===== src/rtl/strip_pixel_loader.sv =====
// Host byte stream to per-strip pixel RAM write port: assembles 3-byte pixels, one write per pixel.
// Define STRIP_PIXEL_LOADER_GAMMA_EN to add a gamma-2.2 ROM stage (latency 2 instead of 1).
module strip_pixel_loader #(
  parameter int unsigned LED_COUNT   = 240,
  parameter int unsigned COLOR_ORDER = 0
) (
  input  logic       pixel_clk_i,
  input  logic       rst_i,
  input  logic       frame_start_i,
  input  logic [7:0] byte_i,
  input  logic       byte_valid_i,
  output logic [7:0] pixel_r_o,
  output logic [7:0] pixel_g_o,
  output logic [7:0] pixel_b_o,
  output logic [8:0] led_address_o,
  output logic       led_address_valid_o,
  output logic       frame_done_o,
  output logic       overflow_o,
  output logic       busy_o
);

  typedef enum logic [1:0] {StIdle, StLoad, StDone} state_e;

  localparam logic [8:0] LastAddr = 9'(LED_COUNT - 1);

  state_e     r_state;
  logic [1:0] r_phase;
  logic [8:0] r_addr;
  logic [7:0] r_hold0;
  logic [7:0] r_hold1;
  logic [7:0] r_pix_r;
  logic [7:0] r_pix_g;
  logic [7:0] r_pix_b;
  logic [8:0] r_led_addr;
  logic       r_wr;
  logic       r_done;
  logic       r_overflow;

  always_ff @(posedge pixel_clk_i or posedge rst_i) begin
    if (rst_i) begin
      r_state    <= StIdle;
      r_phase    <= 2'd0;
      r_addr     <= 9'd0;
      r_hold0    <= 8'd0;
      r_hold1    <= 8'd0;
      r_pix_r    <= 8'd0;
      r_pix_g    <= 8'd0;
      r_pix_b    <= 8'd0;
      r_led_addr <= 9'd0;
      r_wr       <= 1'b0;
      r_done     <= 1'b0;
      r_overflow <= 1'b0;
    end else begin
      r_wr   <= 1'b0;
      r_done <= 1'b0;
      if (frame_start_i) begin
        // Start wins over everything; a coincident byte opens the new frame.
        r_state    <= StLoad;
        r_addr     <= 9'd0;
        r_overflow <= 1'b0;
        if (byte_valid_i) begin
          r_hold0 <= byte_i;
          r_phase <= 2'd1;
        end else begin
          r_phase <= 2'd0;
        end
      end else begin
        unique case (r_state)
          StIdle: ;
          StLoad: begin
            if (byte_valid_i) begin
              case (r_phase)
                2'd0: begin
                  r_hold0 <= byte_i;
                  r_phase <= 2'd1;
                end
                2'd1: begin
                  r_hold1 <= byte_i;
                  r_phase <= 2'd2;
                end
                default: begin
                  r_phase    <= 2'd0;
                  r_wr       <= 1'b1;
                  r_led_addr <= r_addr;
                  r_pix_b    <= byte_i;
                  if (COLOR_ORDER == 0) begin
                    r_pix_r <= r_hold0;
                    r_pix_g <= r_hold1;
                  end else begin
                    r_pix_r <= r_hold1;
                    r_pix_g <= r_hold0;
                  end
                  if (r_addr == LastAddr) begin
                    r_done  <= 1'b1;
                    r_state <= StDone;
                  end else begin
                    r_addr <= r_addr + 9'd1;
                  end
                end
              endcase
            end
          end
          StDone: begin
            if (byte_valid_i) r_overflow <= 1'b1;
          end
          default: r_state <= StIdle;
        endcase
      end
    end
  end

  assign overflow_o = r_overflow;
  assign busy_o     = (r_state == StLoad);

`ifdef STRIP_PIXEL_LOADER_GAMMA_EN
  // Integer fit of x^2.2 as x^2*(0.8+0.2x), exact at both ends (0->0, 255->255).
  function automatic logic [2047:0] gen_gamma_lut();
    logic [2047:0]   lut;
    longint unsigned x;
    longint unsigned y;
    lut = '0;
    for (int i = 0; i < 256; i++) begin
      x = longint'(i);
      y = (x * x * (64'd52020 + 64'd51 * x) + 64'd8290687) / 64'd16581375;
      lut[i*8 +: 8] = y[7:0];
    end
    return lut;
  endfunction

  localparam logic [2047:0] GammaLut = gen_gamma_lut();

  logic [7:0] r_g_r;
  logic [7:0] r_g_g;
  logic [7:0] r_g_b;
  logic [8:0] r_g_addr;
  logic       r_g_wr;
  logic       r_g_done;

  always_ff @(posedge pixel_clk_i or posedge rst_i) begin
    if (rst_i) begin
      r_g_r    <= 8'd0;
      r_g_g    <= 8'd0;
      r_g_b    <= 8'd0;
      r_g_addr <= 9'd0;
      r_g_wr   <= 1'b0;
      r_g_done <= 1'b0;
    end else begin
      r_g_r    <= GammaLut[{r_pix_r, 3'b000} +: 8];
      r_g_g    <= GammaLut[{r_pix_g, 3'b000} +: 8];
      r_g_b    <= GammaLut[{r_pix_b, 3'b000} +: 8];
      r_g_addr <= r_led_addr;
      r_g_wr   <= r_wr;
      r_g_done <= r_done;
    end
  end

  assign pixel_r_o           = r_g_r;
  assign pixel_g_o           = r_g_g;
  assign pixel_b_o           = r_g_b;
  assign led_address_o       = r_g_addr;
  assign led_address_valid_o = r_g_wr;
  assign frame_done_o        = r_g_done;
`else
  assign pixel_r_o           = r_pix_r;
  assign pixel_g_o           = r_pix_g;
  assign pixel_b_o           = r_pix_b;
  assign led_address_o       = r_led_addr;
  assign led_address_valid_o = r_wr;
  assign frame_done_o        = r_done;
`endif

endmodule


===== config.mk =====
export PLATFORM = sky130hd
export DESIGN_NAME = strip_pixel_loader
export DESIGN_NICKNAME = d
export VERILOG_FILES = /design/src/rtl/strip_pixel_loader.sv
export SDC_FILE = /design/constraint.sdc
export NUM_CORES = 1
export LEC_CHECK = 0
export ABC_CLOCK_PERIOD_IN_PS = 1840
export BUFFER_PORTS_ARGS = -buffer_cell sky130_fd_sc_hd__buf_4
export CAP_MARGIN = 5
export CORE_MARGIN = 2
export CORE_UTILIZATION = 34
export DETAILED_ROUTE_END_ITERATION = 12
export GPL_ROUTABILITY_DRIVEN = 0
export GPL_TIMING_DRIVEN = 1
export PLACE_DENSITY = 0.61
export SKIP_CTS_REPAIR_TIMING = 1
export SYNTH_ARGS = -nofsm -noshare
export SYNTH_HDL_FRONTEND = slang
export SYNTH_SLANG_ARGS = --single-unit

===== constraint.sdc =====
create_clock -name pixel_clk_i -period 1.84 [get_ports pixel_clk_i]
set_input_delay 0.368 -clock pixel_clk_i [delete_from_list [all_inputs] [get_ports pixel_clk_i]]
set_output_delay 0.368 -clock pixel_clk_i [all_outputs]
set_load 0.005 [all_outputs]

== Word level (Yosys, flattened, before mapping) ==
Cells that the tools add are included.

* Add/subtract/negate cells: 1
* Eq/ne operators: 10
* Muxes and demuxes: 32
* Bitwise gates (word level): 2
* Reductions and logical operators: 15

{| class="wikitable"
|+ Operators with widths
! cell !! count
|-
| 9-bit two-way mux || 5
|-
| 8-bit two-way mux || 5
|-
| 4-bit AND reduction || 4
|-
| 2-bit two-way mux || 7
|-
| 1-bit two-way mux || 13
|-
| 9-bit by 1-bit adder with 9-bit output, second input constant || 1
|-
| 9-bit by 8-bit == test with 1-bit output, second input constant || 1
|-
| 2-bit one-hot mux with 2 select lines || 2
|-
| 2-bit nonzero test || 4
|-
| 3-bit != test, second input constant || 2
|-
| 2-bit by 1-bit == test with 1-bit output, second input constant || 2
|-
| 2-bit zero test || 2
|-
| 2-bit by 1-bit != test with 1-bit output, second input constant || 2
|-
| 2-bit AND reduction || 2
|-
| 2-bit OR reduction || 2
|-
| 3-bit by 2-bit != test with 1-bit output, second input constant || 1
|-
| 3-bit AND reduction || 1
|-
| 2-bit == test, second input constant || 1
|-
| 2-bit != test, second input constant || 1
|-
| 1-bit NOT || 2
|}

* Register bits: 65
* Output and inout port bits: 37
* Logic and storage cells: 72

== Logic depth before layout (Yosys ltp) ==
Gate-level depths: netlist of the first run.

* Word-level depth: 6
* Mapped depth: 5
* Mapped depth without buffers: 4

== Worst setup path after synthesis of the first run ==
OpenSTA, ideal clock, no wires.

* Path type: register to register
* Start: register r_addr[0]
* End: register r_addr[2]
* Data arrival time: 1.430 ns
* Slack: 0.285 ns
* Cell stages (with the launch flop): 5
* Path through: dfrtp_1 > ha_1 > and4_1 > a211oi_1 > mux2_2

* Word-level cells in the longest chain between the ends: 6

{| class="wikitable"
|+ RTL lines
! item !! RTL line !! RTL
|-
| from (decl) || 28 || <nowiki>logic [8:0] r_addr;</nowiki>
|-
| from (signal assigned) || 97 || <nowiki>r_addr <= r_addr + 9'd1;</nowiki>
|-
| 9-bit by 1-bit adder with 9-bit output || 97 ||
|-
| 9-bit two-way mux || 93 || <nowiki>if (r_addr == LastAddr) begin</nowiki>
|-
| 9-bit two-way mux || 72 || <nowiki>case (r_phase)</nowiki>
|-
| 9-bit two-way mux || 71 || <nowiki>if (byte_valid_i) begin</nowiki>
|-
| 9-bit two-way mux || 68 || <nowiki>unique case (r_state)</nowiki>
|-
| 9-bit two-way mux || 56 || <nowiki>if (frame_start_i) begin</nowiki>
|}

Several ways; a longest one is shown, not always the timed one. The select of a mux whose other input is x is not followed.
A chain may end at the register's enable or synchronous reset.

== Worst setup path in the final report of the first run ==
* Start: register r_addr[0]
* End: register r_addr[3]

Same word-level chain as after synthesis.

==> flow_metrics.py, run 1 <==
metrics = {
    "clock_tree": {
        "root_buffer": "clkbuf_8",
        "clk_latency_ns": 0.34,
        "cts_tree": "done",
        "cts_buffers": 9,
        "path_clk_slew_ns": 0.07,
        "cts_buffer_depth": 2,
        "cts_max_level": 3,
        "cts_sinks": 65,
    },
    "floorplan": {
        "dieArea_um2": 8650,
        "coreArea_um2": 7690,
        "fp.dieW_um": 93.0,
        "die_h_um": 93.0,
        "fp-row-count": 32,
        "io_pins": 49,
        "start_util_pct": 35.0,
    },
    "detailed_routing": {
        "antenna_left": 0,
        "vias": 1671,
        "wirelength_mm": 4.87,
        "drc": 0,
        "wire_per_inst_um": 13.7,
        "first_iter_violations": 59,
        "via_per_inst": 4.71,
        "dr.pass1.iters": 2,
    },
    "worst_setup_path": {
        "critPathKind": "flip-flop to flip-flop",
        "path_max_fanout": 6,
        "cp-end-kind": "flip-flop",
        "worstPathRequired_ns": 2.06,
        "crit_arrival_ns": 1.91,
        "startpoint_type": "flip-flop",
    },
    "min_path": {
        "min_path_type": "input port to asynchronous set/reset pin",
    },
    "sta": {
        "hold_violations": 0,
        "post-route-min-period_ns": 1.68,
        "max_freq_ghz": 0.594,
        "rsz0062_at_grt": "false",
        "worstMarginPinSlew_ns": 0.325,
        "fin_setup_tns_ns": 0,
        "slew_violations": 0,
        "fin_skew_ns": 0.00985,
        "setup_violations": 0,
        "slew_headroom_pct": 78.1,
        "finalCritPeriodShare_pct": 91.6,
    },
    "grt": {
        "antenna_found_initial": 0,
        "grt-ovfl-total": 0,
        "grt_max_degree": 66,
        "grt_use_total_pct": 12.5,
        "grt_pass1_vias": 1706,
        "grt_pass1_wl_mm": 8.38,
    },
    "pwr": {
        "internal-power_mw": 3.04,
        "pwr-share-seq_pct": 47.5,
        "switching_share_pct": 23.4,
        "power_frac_comb_pct": 19.2,
        "switchingPower_mw": 0.928,
        "p_leak_nw": 1.61,
        "vdd.ir_drop.worst_v": 0.000741,
        "p_clk_share_pct": 33.3,
        "power_density_nw_per_um2": 1160,
        "finalPower_mw": 3.97,
    },
    "cells_and_area": {
        "final_common_cell": "dfrtp_1",
        "drive_gt1_share_pct": 50.6,
        "utilization_pct": 44.6,
        "final_cell_area_um2": 3430,
        "num_antenna_cells": 0,
        "mostFrequentLayoutCells": "65 x dfrtp_1, 53 x mux2_2, 52 x buf_4",
        "area_delta_synth_final_pct": 27.5,
        "final_nets": 261,
    },
    "job": {
        "maxCapViolations": 0,
    },
    "synthesis": {
        "yosysWarnings": 0,
        "postSynthAreaPerCell_um2": 14.0,
        "ys_seq_elements": 65,
        "synth_edf_count": 0,
        "post_synth_inst_count": 192,
        "yosysUniqueCellTypes": 35,
        "synthArstFlopShare_pct": 100,
        "netlist_area_um2": 2690,
        "synthFlopType": "dfrtp_1",
        "synth_fp_nets": 205,
        "ys_seq_area_share_pct": 60.4,
    },
    "placed_design": {
        "dpl_cell_area_um2": 3210,
        "dp_hpwl_mm": 3.25,
        "portBuffers": 48,
    },
    "outcome": {
        "status": "complete, no violations",
    },
}
state kept, by name, summed over array words and instances, names as in the netlist, 2 cells and up:
| signal | cells |
|---|---|
| r_state | 2 |
| r_phase | 2 |
| r_addr | 9 |
| pixel_r_o | 8 |
| pixel_b_o | 8 |
| led_address_o | 9 |
| r_hold1 | 8 |
| pixel_g_o | 8 |
| r_hold0 | 8 |
power groups by stage:
stage / combinational, mW / sequential [mW] / clock (mW)
2_1_floorplan: 0.335 / 1.91 / 0
3_3_place_gp: 0.770 / 1.91 / 0
3_5_place_dp: 0.781 / 1.92 / 0
4_1_cts: 0.781 / 1.90 / 1.38
5_1_grt: 0.836 / 1.93 / 1.44
6_report: 0.764 / 1.89 / 1.32
layout make-up:
| cell class | count | area [um2] |
|---|---|---|
| Clock buffer | 11 | 141 |
| Tap cell | 102 | 128 |
| Inverter | 4 | 18.8 |
| Timing Repair Buffer | 54 | 430 |
| Sequential cell | 65 | 1630 |
| Fill cell | 710 | 4260 |
| Clock inverter | 5 | 78.8 |
| Multi-Input combinational cell | 114 | 1010 |
critical path, cell delays in order (launching register included):
cell	delay (ns)
dfrtp_1	0.43
ha_1	0.26
and4_1	0.26
a211oi_1	0.25
mux2_2	0.36
stage by stage:
step	instances	setup WS, ns	hold slack [ns]
floorplan	192	0.285	0.459
global placement	339	0.217	0.483
detailed placement	339	0.179	0.489
CTS	355	0.167	0.115
global route	355	0.0566	0.131
finish	355	0.155	0.112
kinds of logic after synthesis:
group / synth area share [%]
compound gates: 3.21
mux: 23.4
fa+ha+maj: 0.465
buf+inv: 2.14
flops: 60.4
simple gates: 10.4
final timing paths:
kind	start	to	slack, ns	cells after the start
worst max-delay path	r_addr[0]	r_addr[3]	0.16	4
worst min-delay path	rst_i	pixel_b_o[2]	0.11	3
worst max register to register	r_addr[0]	r_addr[3]	0.16	4
worst min register to register	r_hold0[1]	pixel_r_o[1]	0.50	1
max in group asynchronous	rst_i	r_hold0[7]	1.46	3
min in group pixel_clk_i	byte_i[4]	r_hold0[4]	0.27	2
Yosys cell counts, types with 2 or more instances:
| cell | number | area (um2) |
|---|---|---|
| nor4b_1 | 2 | 17.5 |
| nor2b_1 | 6 | 37.5 |
| buf_2 | 6 | 30.0 |
| a211oi_1 | 2 | 15.0 |
| nand2_1 | 6 | 22.5 |
| nand2b_1 | 2 | 12.5 |
| nand3b_1 | 2 | 15.0 |
| dfrtp_1 | 65 | 1630 |
| a21oi_1 | 5 | 25.0 |
| mux2_1 | 2 | 22.5 |
| nor4_1 | 3 | 18.8 |
| nand3_1 | 3 | 15.0 |
| inv_1 | 4 | 15.0 |
| or4_1 | 2 | 15.0 |
| nor2_1 | 8 | 30.0 |
| mux2_2 | 53 | 597 |
| nand4_1 | 3 | 18.8 |
layer usage:
| metal | vias to the layer above | share of wire (%) | global-route usage (%) |
|---|---|---|---|
| met5 | - | 0 | 0 |
| met4 | 0 | 1.7 | 5.15 |
| met3 | 8 | 6.3 | 4.92 |
| met2 | 43 | 46 | 19.3 |
| met1 | 819 | 46 | 15.8 |
| li1 | 801 | - | - |
Note: power is estimated with default switching activity, not from simulation.
==> run 2, diff against run 1 <==
PLACE_DENSITY = not set   (was 0.61)
PLACE_DENSITY_LB_ADDON = 0.12   (was not set)
==> run 2 against run 1 <==
Compared with the run above:
- sequential share of layout area up 0.37 points
- highest routed layer unchanged
- cell count up 0.28%
- via count grew 1.6%
- critical path depth is the same
- sequential power hardly changed
- clock-buffer cell count increased by 1
- die area unchanged
- critical path type unchanged
- clock skew decreased by 0.0013 ns
==> flow_metrics.py, run 2 (same netlist as run 1, synthesis figures left out) <==
metrics = {
    "outcome": {
        "status": "complete, no violations",
    },
    "worst_setup_path": {
        "cpPeakStageDelay_ns": 0.43,
        "rrSetupSlack_ns": 0.17,
        "path_max_fanout": 6,
        "timing.rr.start": "r_addr[0]",
        "critPathKind": "flip-flop to flip-flop",
        "crit_end": "r_addr[2]",
        "worstPathRequired_ns": 2.06,
        "crit_arrival_ns": 1.90,
        "cp_cell_sequence": "ha_1 -> and4_1 -> a211oi_1 -> mux2_2",
        "r2r_end": "r_addr[2]",
        "r2r_cells": 4,
        "startpoint": "r_addr[0]",
        "startpoint_type": "flip-flop",
        "cp-end-kind": "flip-flop",
        "crit_path_top_delay_cell": "dfrtp_1",
    },
    "sta": {
        "slew_violations": 0,
        "setup_slack_ns": 0.165,
        "hold_ws_ns": 0.0599,
        "setup_violations": 0,
        "worstMarginPinSlew_ns": 0.481,
        "hold_violations": 0,
        "fin_setup_tns_ns": 0,
        "fin_skew_ns": 0.00856,
        "rsz0062_at_grt": "false",
        "slew_headroom_pct": 67.8,
        "finalCritPeriodShare_pct": 91.0,
        "max_freq_ghz": 0.597,
        "post-route-min-period_ns": 1.67,
    },
    "floorplan": {
        "fp.dieW_um": 93.0,
        "io_pins": 49,
        "dieArea_um2": 8650,
        "die_h_um": 93.0,
        "fp-row-count": 32,
        "coreArea_um2": 7690,
        "start_util_pct": 35.0,
    },
    "pwr": {
        "power_density_nw_per_um2": 1090,
        "p_leak_nw": 1.59,
        "pwr-share-seq_pct": 50.6,
        "power_frac_comb_pct": 20.5,
        "switchingPower_mw": 0.946,
        "p_clk_share_pct": 28.9,
        "vdd.ir_drop.worst_v": 0.000558,
        "internal-power_mw": 2.78,
        "switching_share_pct": 25.4,
    },
    "job": {
        "maxCapViolations": 0,
    },
    "grt": {
        "grt_pass1_vias": 1699,
        "antenna_found_initial": 0,
        "grt_pass1_wl_mm": 8.68,
        "grt-ovfl-total": 0,
        "grt_use_total_pct": 13.2,
        "grt_max_degree": 28,
    },
    "clock_tree": {
        "cts_tree": "done",
        "cts_buffers": 9,
        "path_clk_slew_ns": 0.07,
        "cts_max_level": 3,
        "root_buffer": "clkbuf_8",
        "cts_sinks": 65,
        "clk_latency_ns": 0.34,
        "cts_buffer_depth": 2,
    },
    "detailed_routing": {
        "vias": 1698,
        "wirelength_mm": 5.06,
        "wire_per_inst_um": 14.2,
        "antenna_left": 0,
        "drc": 0,
        "first_iter_violations": 60,
        "dr.pass1.iters": 2,
        "via_per_inst": 4.77,
    },
    "cells_and_area": {
        "area_delta_synth_final_pct": 26.5,
        "final_nets": 262,
        "final_common_cell": "dfrtp_1",
        "num_antenna_cells": 0,
        "utilization_pct": 44.3,
        "mostFrequentLayoutCells": "65 x dfrtp_1, 53 x mux2_2, 52 x buf_4",
        "n_fill_cell": 730,
        "drive_gt1_share_pct": 50.4,
        "final_cell_area_um2": 3410,
    },
    "placed_design": {
        "dp_hpwl_mm": 3.40,
        "portBuffers": 48,
        "dpl_cell_area_um2": 3230,
        "pre_cts_ws_ns": 0.168,
    },
    "min_path": {
        "min_path_type": "input port to asynchronous set/reset pin",
    },
}
[run 2: cell types whose count changed in the layout (fill, tap and decap cells not counted)]
cell,delta
clkinvlp_4,+2
clkinv_2,-1
buf_12,+1
bufinv_16,-2
clkbuf_1,+1
[run 2: worst min-delay path by stage]
stage | start | to | slack, ns | depth (start not counted)
2_1_floorplan | r_hold0[1] | pixel_r_o[1] | 0.46 | 1
3_3_place_gp | rst_i | led_address_o[4] | 0.43 | 2
3_5_place_dp | rst_i | led_address_o[4] | 0.42 | 2
4_1_cts | rst_i | r_addr[4] | 0.05 | 2
5_1_grt | rst_i | r_addr[1] | 0.08 | 2
6_report | rst_i | r_phase[1] | 0.06 | 2
[run 2: cell type report]
class	instances	area, um2	share of cell area, %
clock buffer	12	145	4.26
clock inverter	4	28.8	0.845
inverter	4	18.8	0.551
multi-input combinational	114	1010	29.6
sequential	65	1630	47.8
tap	102	128	3.75
timing repair buffer	55	450	13.2
[run 2: routing by layer]
metal	part of all wire, %	track usage (%)	vias up
met5	0	0	-
met4	1.8	5.51	0
met3	5.8	5.00	10
met2	43	18.5	36
met1	49	18.1	843
li1	-	-	809
[run 2: through the flow]
stage	instances	power, mW
after detailed placement	340	2.70
final	356	3.72
after global placement	340	2.68
after global routing	356	3.96
after CTS	356	3.80
after floorplan	192	2.24
[run 2: power groups by stage]
stage               Sequential [mW]  Combinational, mW  Clock [mW]
floorplan                      1.91              0.335           0
global placement               1.91              0.774           0
detailed placement             1.91              0.784           0
CTS                            1.89              0.785        1.13
global route                   1.93              0.838        1.19
finish                         1.88              0.765        1.07
[run 2: critical path, delay by kind of cell (launching register included)]
family	cells	cell delay (ns)
compound gates	1	0.25
fa+ha+maj	1	0.26
flops	1	0.43
mux	1	0.37
simple gates	1	0.27
==> run 3, diff against run 2 <==
BUFFER_PORTS_ARGS = -buffer_cell sky130_fd_sc_hd__buf_2   (was -buffer_cell sky130_fd_sc_hd__buf_4)
==> run 3 against run 2 <==
Compared with the run above:
- utilization shrank 0.28 points
- global-route usage grew 0.44 points
- clock skew down 0.00080 ns
- setup slack got worse by 0.021 ns
- register-to-register slack worse by 0.02 ns
- critical path depth unchanged
- design area decreased by 0.62%
- critical path type unchanged
- routed wire length up 2.9%
- hold slack better by 0.0059 ns
- fmax is 1.2% lower
==> flow_metrics.py, run 3 (same netlist as run 1, synthesis figures left out) <==
metrics = {
    "outcome": {
        "status": "complete, no violations",
    },
    "grt": {
        "grt_busiest_layer": "met2",
        "antenna_found_initial": 0,
        "met2_usage_pct": 19.8,
        "met1_usage_pct": 19.0,
        "grt_max_degree": 26,
        "grt_use_total_pct": 13.6,
        "grt_pass1_vias": 1779,
        "grt_pass1_wl_mm": 9.01,
        "grt-ovfl-total": 0,
        "use_met3_pct": 3.30,
    },
    "placed_design": {
        "dp_cells": 341,
        "dpl_cell_area_um2": 3130,
        "portBuffers": 48,
        "dp_hpwl_mm": 3.55,
    },
    "detailed_routing": {
        "wire_per_inst_um": 14.6,
        "via_per_inst": 4.77,
        "drc": 0,
        "dr.pass1.iters": 4,
        "vias": 1702,
        "first_iter_violations": 83,
        "antenna_left": 0,
        "wirelength_mm": 5.20,
    },
    "cells_and_area": {
        "num_antenna_cells": 0,
        "n_fill_cell": 750,
        "fin_cells": 357,
        "area_delta_synth_final_pct": 25.7,
        "final_cell_area_um2": 3380,
        "drive_gt1_share_pct": 51.4,
        "mostFrequentLayoutCells": "65 x dfrtp_1, 53 x mux2_2, 48 x buf_2",
        "final_nets": 263,
        "final_common_cell": "dfrtp_1",
    },
    "pwr": {
        "pwr-share-seq_pct": 46.4,
        "switchingPower_mw": 0.965,
        "power_density_nw_per_um2": 1190,
        "p_leak_nw": 1.61,
        "switching_share_pct": 23.9,
        "power_frac_comb_pct": 16.2,
        "vdd.ir_drop.worst_v": 0.000584,
        "internal-power_mw": 3.08,
        "p_clk_share_pct": 37.5,
    },
    "clock_tree": {
        "clk_latency_ns": 0.33,
        "path_clk_slew_ns": 0.08,
        "cts_tree": "done",
        "cts_sinks": 65,
        "root_buffer": "clkbuf_8",
        "cts_buffer_depth": 2,
        "cts_buffers": 9,
        "cts_max_level": 3,
    },
    "floorplan": {
        "die_h_um": 93.0,
        "dieArea_um2": 8650,
        "coreArea_um2": 7690,
        "io_pins": 49,
        "start_util_pct": 35.0,
        "fp-row-count": 32,
        "fp.dieW_um": 93.0,
    },
    "sta": {
        "rsz0062_at_grt": "false",
        "slew_violations": 0,
        "fin_skew_ns": 0.00776,
        "worstMarginPinSlew_ns": 0.517,
        "slew_headroom_pct": 65.4,
        "post-route-min-period_ns": 1.70,
        "fin_setup_tns_ns": 0,
        "setup_violations": 0,
        "finalCritPeriodShare_pct": 92.1,
        "hold_violations": 0,
        "max_freq_ghz": 0.590,
    },
    "worst_setup_path": {
        "path_max_fanout": 6,
        "crit_arrival_ns": 1.92,
        "startpoint_type": "flip-flop",
        "critPathKind": "flip-flop to flip-flop",
        "r2r_cells": 4,
        "worstPathRequired_ns": 2.06,
        "cp-end-kind": "flip-flop",
    },
    "job": {
        "maxCapViolations": 0,
    },
    "min_path": {
        "min_path_type": "input port to asynchronous set/reset pin",
    },
}
## run 3: cell count changes in the layout (fill, tap and decap cells not counted)
cell,previous run,this run
clkbuf_1,2,0
bufinv_16,0,3
buf_12,3,4
clkinv_2,1,0
clkinv_4,1,2
buf_2,0,48
clkinvlp_4,3,2
buf_4,52,4
## run 3: through the flow
step	hold slack, ns	utilization, %	power, mW	worst slack, ns
2_1_floorplan	0.459	-	2.24	0.285
3_3_place_gp	0.439	40.7	2.56	0.180
3_5_place_dp	0.441	40.7	2.57	0.154
4_1_cts	0.0696	44.0	4.11	0.152
5_1_grt	0.0984	44.0	4.27	0.0133
6_report	0.0658	44.0	4.04	0.144
## run 3: path summary, 6_finish.rpt
| path | slack, ns | from | endpoint |
|---|---|---|---|
| max reg2reg | 0.14 | r_addr[0] | r_addr[0] |
| min | 0.07 | rst_i | overflow_o |
| max | 0.14 | r_addr[0] | r_addr[0] |
| max in group asynchronous | 1.29 | rst_i | r_hold1[5] |
| min reg2reg | 0.49 | r_hold0[1] | pixel_r_o[1] |
| min in group pixel_clk_i | 0.30 | byte_i[4] | pixel_b_o[4] |
## run 3: layer usage
metal	wire length [um]	vias up
li1	-	808
met1	2610	852
met2	2260	35
met3	252	7
met4	84	0
met5	0	-
## run 3: power groups by stage
stage	clock [mW]	combinational, mW	sequential [mW]
detailed placement	0	0.668	1.90
global route	1.63	0.723	1.92
finish	1.51	0.653	1.87
CTS	1.56	0.670	1.88
global placement	0	0.657	1.90
floorplan	0	0.335	1.91
## run 3: worst max-delay path, stage by stage (launching register included)
cell     delay, ns
dfrtp_1       0.43
ha_1          0.27
and4_1        0.27
a21oi_1       0.24
mux2_2        0.37
## run 3: final cells by class
type                       instances  area, um2  area share [%]
sequential                        65       1630            48.1
multi-input combinational        114       1010            29.8
timing repair buffer              56        350            10.4
clock buffer                      10        138            4.07
tap                              102        128            3.77
clock inverter                     6        115            3.40
inverter                           4       18.8           0.555
